**src/rtl/apb_slave_pkg.sv**
```systemverilog
// Shared types and constants for the APB memory completer.
// Holds the FSM state enum and the byte-lane helpers.
package apb_slave_pkg;

  typedef enum logic [1:0] {
    IDLE   = 2'd0,
    SETUP  = 2'd1,
    ACCESS = 2'd2
  } state_t;

  localparam int DATA_WIDTH_DEF = 32;
  localparam int STR = DATA_WIDTH_DEF / 8;

  // Byte lanes for a given data width.
  function automatic int lanes(input int dw);
    return dw / 8;
  endfunction

endpackage

```
**src/rtl/apb_mem_bank.sv**
```systemverilog
// DEPTH x DATA_WIDTH store: byte-enable write, registered read, async clear.
// Ports: clk, rst_n, we, be, widx, wdata, re, ridx, rdata.
module apb_mem_bank
  import apb_slave_pkg::*;
#(
  parameter int DATA_WIDTH = 32,
  parameter int DEPTH      = 64,
  parameter int IW         = 6,
  parameter int NSTR       = 4
) (
  input  logic                  clk,
  input  logic                  rst_n,
  input  logic                  we,
  input  logic [NSTR-1:0]       be,
  input  logic [IW-1:0]         widx,
  input  logic [DATA_WIDTH-1:0] wdata,
  input  logic                  re,
  input  logic [IW-1:0]         ridx,
  output logic [DATA_WIDTH-1:0] rdata
);

  logic [DATA_WIDTH-1:0] mem [DEPTH];

  always_ff @(posedge clk or negedge rst_n) begin
    if (!rst_n) begin
      for (int w = 0; w < DEPTH; w++) begin
        mem[w] <= '0;
      end
    end else if (we) begin
      for (int b = 0; b < NSTR; b++) begin
        if (be[b]) begin
          mem[widx][b*8 +: 8] <= wdata[b*8 +: 8];
        end
      end
    end
  end

  always_ff @(posedge clk or negedge rst_n) begin
    if (!rst_n) begin
      rdata <= '0;
    end else if (re) begin
      rdata <= mem[ridx];
    end
  end

endmodule

```
**src/rtl/apb_slave_mem.sv**
```systemverilog
// APB completer: PSEL decode, setup/access FSM, word memory.
// Ports: clk, reset (async low), PADDR/PWDATA/PSEL/PWRITE/PENABLE/PSTROBE in,
// PRDATA/PREADY out. Define APB_WAIT_EN to insert WAIT_CYCLES wait states.
module apb_slave_mem
  import apb_slave_pkg::*;
#(
  parameter int ADDR_WIDTH  = 32,
  parameter int DATA_WIDTH  = 32,
  parameter int SEL         = 4,
  parameter int SLV_IDX     = 0,
  parameter int DEPTH       = 64,
  parameter int WAIT_CYCLES = 2
) (
  input  logic                      clk,
  input  logic                      reset,
  input  logic [ADDR_WIDTH-1:0]     PADDR,
  input  logic [DATA_WIDTH-1:0]     PWDATA,
  input  logic [SEL-1:0]            PSEL,
  input  logic                      PWRITE,
  input  logic                      PENABLE,
  input  logic [DATA_WIDTH/8-1:0]   PSTROBE,
  output logic [DATA_WIDTH-1:0]     PRDATA,
  output logic                      PREADY
);

  localparam int NSTR = lanes(DATA_WIDTH);
  localparam int OFF  = (NSTR > 1) ? $clog2(NSTR) : 0;
  localparam int IW   = (DEPTH > 1) ? $clog2(DEPTH) : 1;

  state_t        state;
  logic          sel;
  logic          setup;
  logic          wr_en;
  logic          rd_en;
  logic [IW-1:0] idx;
  logic          unused_bits;

  assign sel   = PSEL[SLV_IDX];
  assign idx   = PADDR[OFF +: IW];
  assign setup = sel & ~PENABLE;
  // Commit only on the completing edge of a selected access.
  assign wr_en = sel & PENABLE & PREADY & PWRITE
               & (state != IDLE);
  assign rd_en = setup & ~PWRITE;
  assign unused_bits = ^{PADDR, PSEL};

`ifdef APB_WAIT_EN
  localparam int CW = (WAIT_CYCLES > 0)
                    ? $clog2(WAIT_CYCLES + 1) : 1;
  localparam logic [CW-1:0] WLOAD = CW'(WAIT_CYCLES);
  logic [CW-1:0] cnt;
`endif

  always_ff @(posedge clk or negedge reset) begin
    if (!reset) begin
      state  <= IDLE;
      PREADY <= 1'b0;
`ifdef APB_WAIT_EN
      cnt    <= '0;
`endif
    end else if (!sel) begin
      state  <= IDLE;
      PREADY <= 1'b0;
    end else begin
      unique case (state)
        IDLE: begin
          // PENABLE without a prior setup is ignored.
          if (!PENABLE) begin
            state  <= SETUP;
`ifdef APB_WAIT_EN
            cnt    <= WLOAD;
            PREADY <= (WLOAD == '0);
`else
            PREADY <= 1'b1;
`endif
          end
        end
        SETUP, ACCESS: begin
          if (!PENABLE) begin
            // A fresh setup restarts the transfer.
            state  <= SETUP;
`ifdef APB_WAIT_EN
            cnt    <= WLOAD;
            PREADY <= (WLOAD == '0);
`else
            PREADY <= 1'b1;
`endif
          end else if (PREADY) begin
            state  <= IDLE;
            PREADY <= 1'b0;
          end else begin
            state  <= ACCESS;
`ifdef APB_WAIT_EN
            cnt    <= cnt - 1'b1;
            PREADY <= (cnt <= 1);
`else
            PREADY <= 1'b1;
`endif
          end
        end
        default: begin
          state  <= IDLE;
          PREADY <= 1'b0;
        end
      endcase
    end
  end

  apb_mem_bank #(
    .DATA_WIDTH (DATA_WIDTH),
    .DEPTH      (DEPTH),
    .IW         (IW),
    .NSTR       (NSTR)
  ) u_bank (
    .clk   (clk),
    .rst_n (reset),
    .we    (wr_en),
    .be    (PSTROBE),
    .widx  (idx),
    .wdata (PWDATA),
    .re    (rd_en),
    .ridx  (idx),
    .rdata (PRDATA)
  );

endmodule
```
**config.mk**
```make
export PLATFORM = sky130hd
export DESIGN_NAME = apb_slave_mem
export DESIGN_NICKNAME = d
export VERILOG_FILES = /design/src/rtl/apb_slave_pkg.sv /design/src/rtl/apb_mem_bank.sv /design/src/rtl/apb_slave_mem.sv
export SDC_FILE = /design/constraint.sdc
export NUM_CORES = 2
export LEC_CHECK = 0
export CORE_UTILIZATION = 36
export DETAILED_ROUTE_END_ITERATION = 8
export DONT_BUFFER_PORTS = 1
export HOLD_SLACK_MARGIN = 0.12
export PLACE_DENSITY = 0.56
export SLEW_MARGIN = 40
export SYNTH_ARGS = -nofsm -noshare
export SYNTH_HDL_FRONTEND = slang
export SYNTH_HIERARCHICAL = 1
export SYNTH_SLANG_ARGS = --single-unit
```
**constraint.sdc**
```tcl
create_clock -name clk -period 4.2 [get_ports clk]
set_input_delay 0.63 -clock clk [delete_from_list [all_inputs] [get_ports clk]]
set_output_delay 0.63 -clock clk [all_outputs]
set_load 0.005 [all_outputs]
```
; ---- Word-level counts from Yosys, hierarchy flattened
; Cells that the tools add are included.
[word_totals]
ff_bits = 2083
output_inout_bits = 33
[op_classes]
order_cmp = 2
bitwise = 9
n_mux = 32
n_reduce_logical = 4
eq_ne = 3
[op_table]
columns = cell, count
row1 = 2-to-1 mux 2048 bit, 7
row2 = bitwise mux 2048 bit, 4
row3 = demux 32 bit (select 6 bit), 4
row4 = binary-select mux 32 bit (select 6 bit), 1
row5 = 2-to-1 mux 32 bit, 3
row6 = 2-to-1 mux 24 bit, 1
row7 = 2-to-1 mux 16 bit, 1
row8 = 2-to-1 mux 2 bit, 4
row9 = 2-to-1 mux 8 bit, 1
row10 = greater-or-equal comparator 7 bit (second input constant), 1
row11 = less-than comparator 7 x 1 -> 1 bit (second input constant), 1
row12 = NOT 6 -> 7 bit, 1
row13 = bitwise AND 1 bit, 6
row14 = 2-to-1 mux 1 bit, 4
row15 = one-hot mux 2 bit (2 select lines), 1
row16 = != test 3 bit (second input constant), 1
row17 = equality test 2 x 1 -> 1 bit (second input constant), 1
row18 = equality test 2 bit (second input constant), 1
row19 = logical NOT 2 bit, 1
row20 = NOT 1 bit, 2
row21 = one-hot mux 1 bit (2 select lines), 1
row22 = nonzero test 2 bit, 1
row23 = OR reduction 2 bit, 1
row24 = logical AND 1 bit, 1

; ---- Depth between registers and ports, before layout
[depth]
ltp_word = 16
ltp_mapped = 10
mapped_depth_nobuf = 7

; ---- By module
; The synthesis kept the hierarchy.
[by_module_without_submodules]
columns = mod, cells_per_inst, area_each_um2, n_inst, seq_area_each_um2
row1 = apb_mem_bank, 6387, 94714.6, 1, 52049.9
row2 = apb_slave_mem, 25, 214.0, 1, 75.1

; ---- Worst setup path after synthesis
; OpenSTA, ideal clock, no wires.
[synth_path]
kind = input to register
from = input PENABLE
to = register u_bank.rdata[0]
path_buffers = 1
setup_time_ns = 0.128
required_ns = 4.072
stages = 8
arrival_ns = 2.143
path_slack_ns = 1.929
cell_sequence = nand2b_1 -> nor2_1 -> clkbuf_1 -> nor2b_1 -> nor4_1 -> o211ai_1 -> o32ai_1 -> nand2_1
[synth_via]
elab_chain_len = 3
[synth_rtl]
columns = element, line
row1 = from (decl), apb_slave_mem.sv:20  ; input logic PENABLE,
row2 = NOT 1 bit, apb_slave_mem.sv:40  ; assign setup = sel & ~PENABLE;
row3 = bitwise AND 1 bit, apb_slave_mem.sv:40
row4 = bitwise AND 1 bit, apb_slave_mem.sv:44  ; assign rd_en = setup & ~PWRITE;
row5 = named net rd_en, apb_slave_mem.sv:34  ; logic rd_en;
row6 = to (signal assigned), apb_mem_bank.sv:42  ; rdata <= mem[ridx];
row7 = to (decl), apb_mem_bank.sv:19  ; output logic [DATA_WIDTH-1:0] rdata
; The timed path passes the listed nets, and every way through them passes these cells.
; A chain may end at the register's enable or synchronous reset.

==> run_results.csv <==
group,metric,value,unit
cts,cts_sinks,2083,
logic_synthesis,ys_seq_area_frac,0.5491,
die,initial_core_util,0.3619,
timing,period_minus_slack,3.732,ns
setup_path,rrSetupSlack,0.98,ns
route,dr.first_iter.drc_count,3901,
logic_synthesis,synth_edf_count,0,
cts,cts_setup_buffers,0,
layout,drive_gt1_frac,0.4855,
timing,maxSlewViolCount,0,
worst_hold_path,hp-class,"in -> reg",
logic_synthesis,synthCells,6412,
setup_path,start_kind,"primary input",
place,gp_congestion,0.8113,
route,vias_per_cell,5.459,
cts,cts_buffers,221,
timing,hold_viol,0,
place,io_buffers,0,
pwr,p_leak,0.05103,uW
cts,clockRootBuffer,"clkbuf_16",
cts,h-tree-depth,4,
timing,worstMarginPinSlew,0.9484,ns
die,num_rows,188,
global_routing,grt_remaining_overflow,0,
route,postRouteAntennaNets,0,
global_routing,grt_pass1_vias,58020,
route,post-route-drc-count,0,
cts,clk_pin_slew,0.06,ns
cts,cts_tree,"built",
logic_synthesis,netlist_area,94930,um2
setup_path,cp_data_arrival_time,4.75,ns
setup_path,cp.required,5.22,ns
setup_path,crit_start,"reset",
setup_path,worstSetupEndpoint,"u_bank/mem[1715]",
die,die_w,515.5,um
place,dp_cells,9615,
layout,fin_cells,10066,
place,dpl_cell_area,99330,um2
setup_path,worstSetupPathType,"in -> async",
timing,final-setup-viol-count,0,
setup_path,crit_path_end_kind,"asynchronous set/reset pin",
die,fp.dieH,515.5,um
logic_synthesis,yosysWarningCount,6,
place,dp.final_hpwl,168.6,mm
run,maxCapViolCount,0,
logic_synthesis,synth.ff_latch_count,2083,
setup_path,r2r_cells,7,
route,vias,54950,
logic_synthesis,ys.flop_type,"dfrtp_1",
global_routing,antenna_found_initial,4,
logic_synthesis,synth_top_family_by_area,"multiplexers",
timing,worst_clock_skew,0.04071,ns
route,wl,267.4,mm
route,first_pass_iters,5,
timing,fmaxAchievable,268.0,MHz
logic_synthesis,yosys.area_share.simple,0.04044,
layout,final_nets,6448,
logic_synthesis,synthArstFlopShare,1.000,
layout,final_cell_area,107900,um2
logic_synthesis,synth_cell_types,46,
cts,clockBufferDepth,3,
run_status,status,"finished clean",
layout,syn2layout_area_growth,13.69,%
die,dieArea,265700,um2
timing,slew_headroom,0.3677,
logic_synthesis,synth_xor_area_frac,0,
setup_path,cp_max_fo,110,
logic_synthesis,synth_compound_gate_area_share,0.03053,
global_routing,grt_max_degree,374,
pwr,p_total,41900,uW
cts,insertion_delay,0.88,ns
setup_path,reg2reg_from,"state[0]",
setup_path,reg2reg_to,"u_bank/mem[1716]",
die,ioPinCount,109,
die,coreArea,262300,um2
cts,postCtsResizedCells,0,
logic_synthesis,syn_nets,6490,
timing,fin_crit_sh,0.8885,
global_routing,grt_usage,0.2020,
logic_synthesis,synthAdderAreaFrac,0.0002636,
timing,grt_setup_unrepaired,"no",
global_routing,grt_pass1_wl,399.1,mm
logic_synthesis,avgSynthCellArea,14.80,um2
route,routedWlPerCell,26.56,um
pwr,powerDensity,388.3,nW/um2
logic_synthesis,synthMuxAreaShare,0.3572,
pwr,ir_drop,0.3828,mV
critical path: stages:
cell	delay [ns]
dlygate4sd3_1	0.65
buf_16	0.30
buf_16	0.15
buf_16	0.40
buf_16	0.32
buf_16	0.38
buf_16	0.42
buf_16	0.35
buf_16	0.35
clkbuf_16	0.38
layer usage:
| layer | track usage | up-vias | part of all wire |
|---|---|---|---|
| met1 | 0.2768 | 29867 | 0.45 |
| li1 | - | 23562 | - |
| met4 | 0.06759 | 0 | 0.033 |
| met3 | 0.03787 | 388 | 0.051 |
| met5 | 0.0003653 | - | 0 |
| met2 | 0.3208 | 1133 | 0.47 |
synth_stat cells (all sizes together), types with 2 or more instances:
cell,n,area [um2]
a22oi,129,968.4
nand4bb,3,33.78
mux2i,256,2562
buf,193,1056
nand2b,4,32.53
o32ai,32,280.3
inv,2,7.510
nor2b,100,633.1
mux4,352,7928
nand4b,3,32.53
nor3,3,15.01
nand2,189,714.4
o22ai,64,400.4
and2,7,43.79
nor3b,4,30.03
ha,2,25.02
a211oi,64,480.5
o21ai,3,18.76
dfrtp,2083,52120
mux2,2080,23420
and3,2,12.51
nand3,2,10.01
clkbuf,284,1066
nor2,344,1777
o211ai,32,240.2
and3b,4,35.03
or3b,4,35.03
nor4,63,394.1
a21oi,97,485.5
or3,2,12.51
worst min path at each step:
stage	from	to	slack [ns]	depth (start not counted)
floorplan	reset	PREADY	0.33	0
global placement	reset	u_bank/mem[997]	0.34	0
detailed placement	reset	u_bank/mem[997]	0.34	0
CTS	PADDR[6]	u_bank/rdata[14]	0.13	4
global route	PADDR[6]	u_bank/rdata[15]	0.19	4
finish	PADDR[6]	u_bank/rdata[14]	0.20	4
stage by stage:
step	TNS (ns)	hold slack (ns)	utilization	setup slack, ns
final	0	0.1975	0.4115	0.4682
after global routing	0	0.1888	0.4115	0.02649
after CTS	0	0.1275	0.4107	0.1806
after detailed placement	-6.594	0.3351	0.3787	-0.4094
after global placement	-438.58	0.3351	0.3759	-1.377
after floorplan	0	0.3344	-	1.929
cells in the final DEF (no fill, tap or decap), types with 5 or more instances in the layout:
master         Yosys  final
dfrtp_1         2083   2083
mux2_2          2044   2044
mux4_2           352    352
mux2i_1          256    256
clkbuf_16          0    226
nor2_2           194    193
nand2_1          187    179
nor2_1           150    148
a22oi_1          129    129
buf_4             16    124
a21oi_1           97     97
nor2b_1           99     96
buf_16             0     72
clkbuf_8           0     64
o22ai_1           64     64
a211oi_1          64     64
nor4_1            63     63
clkbuf_1         284     45
clkinv_2           0     38
mux2_1            36     36
o211ai_1          32     32
o32ai_1           32     32
bufinv_16          0     11
dlygate4sd3_1      0      8
nand2_2            2      8
and2_1             7      6
diode_2            0      5
buf_12             0      5
logic make-up (layout without fill, tap and decap cells):
logic type                 Yosys count  in the layout
other                                0              5
AOI/OAI and AO/OA                  423            423
buffers and inverters              479            613
and+or+nand+nor                    737            737
muxes                             2688           2688
DFF                               2083           2083
adders and majority gates            2              2
registers in the layout, indices dropped and copies added (netlist names):
name	cells
u_bank/mem	2048
u_bank/rdata	32
PREADY	1
state	2
what timing repair did:
| item | CTS | global route |
|---|---|---|
| hold buffers | 40 | 0 |
| setup endpoints to repair | 0 | 111 |
| endpoints found under the hold margin | 2186 | 0 |
where the power goes:
group	switching, uW	internal (uW)	leakage [uW]
registers	39.7	20100	0.0291
logic	1340	548	0.0182
clock network	8220	11600	0.00368
cell type report:
class	instances	area [um2]
diodes	5	12.51
clock inverters	65	748.2
inverters	2	7.507
repair buffers	212	3141
well taps	3515	4398
clock buffers	334	6680
fillers	23813	154400
multi-input cells	3850	40810
flip-flops and latches	2083	52130
Power figures use the tool's default switching activity.
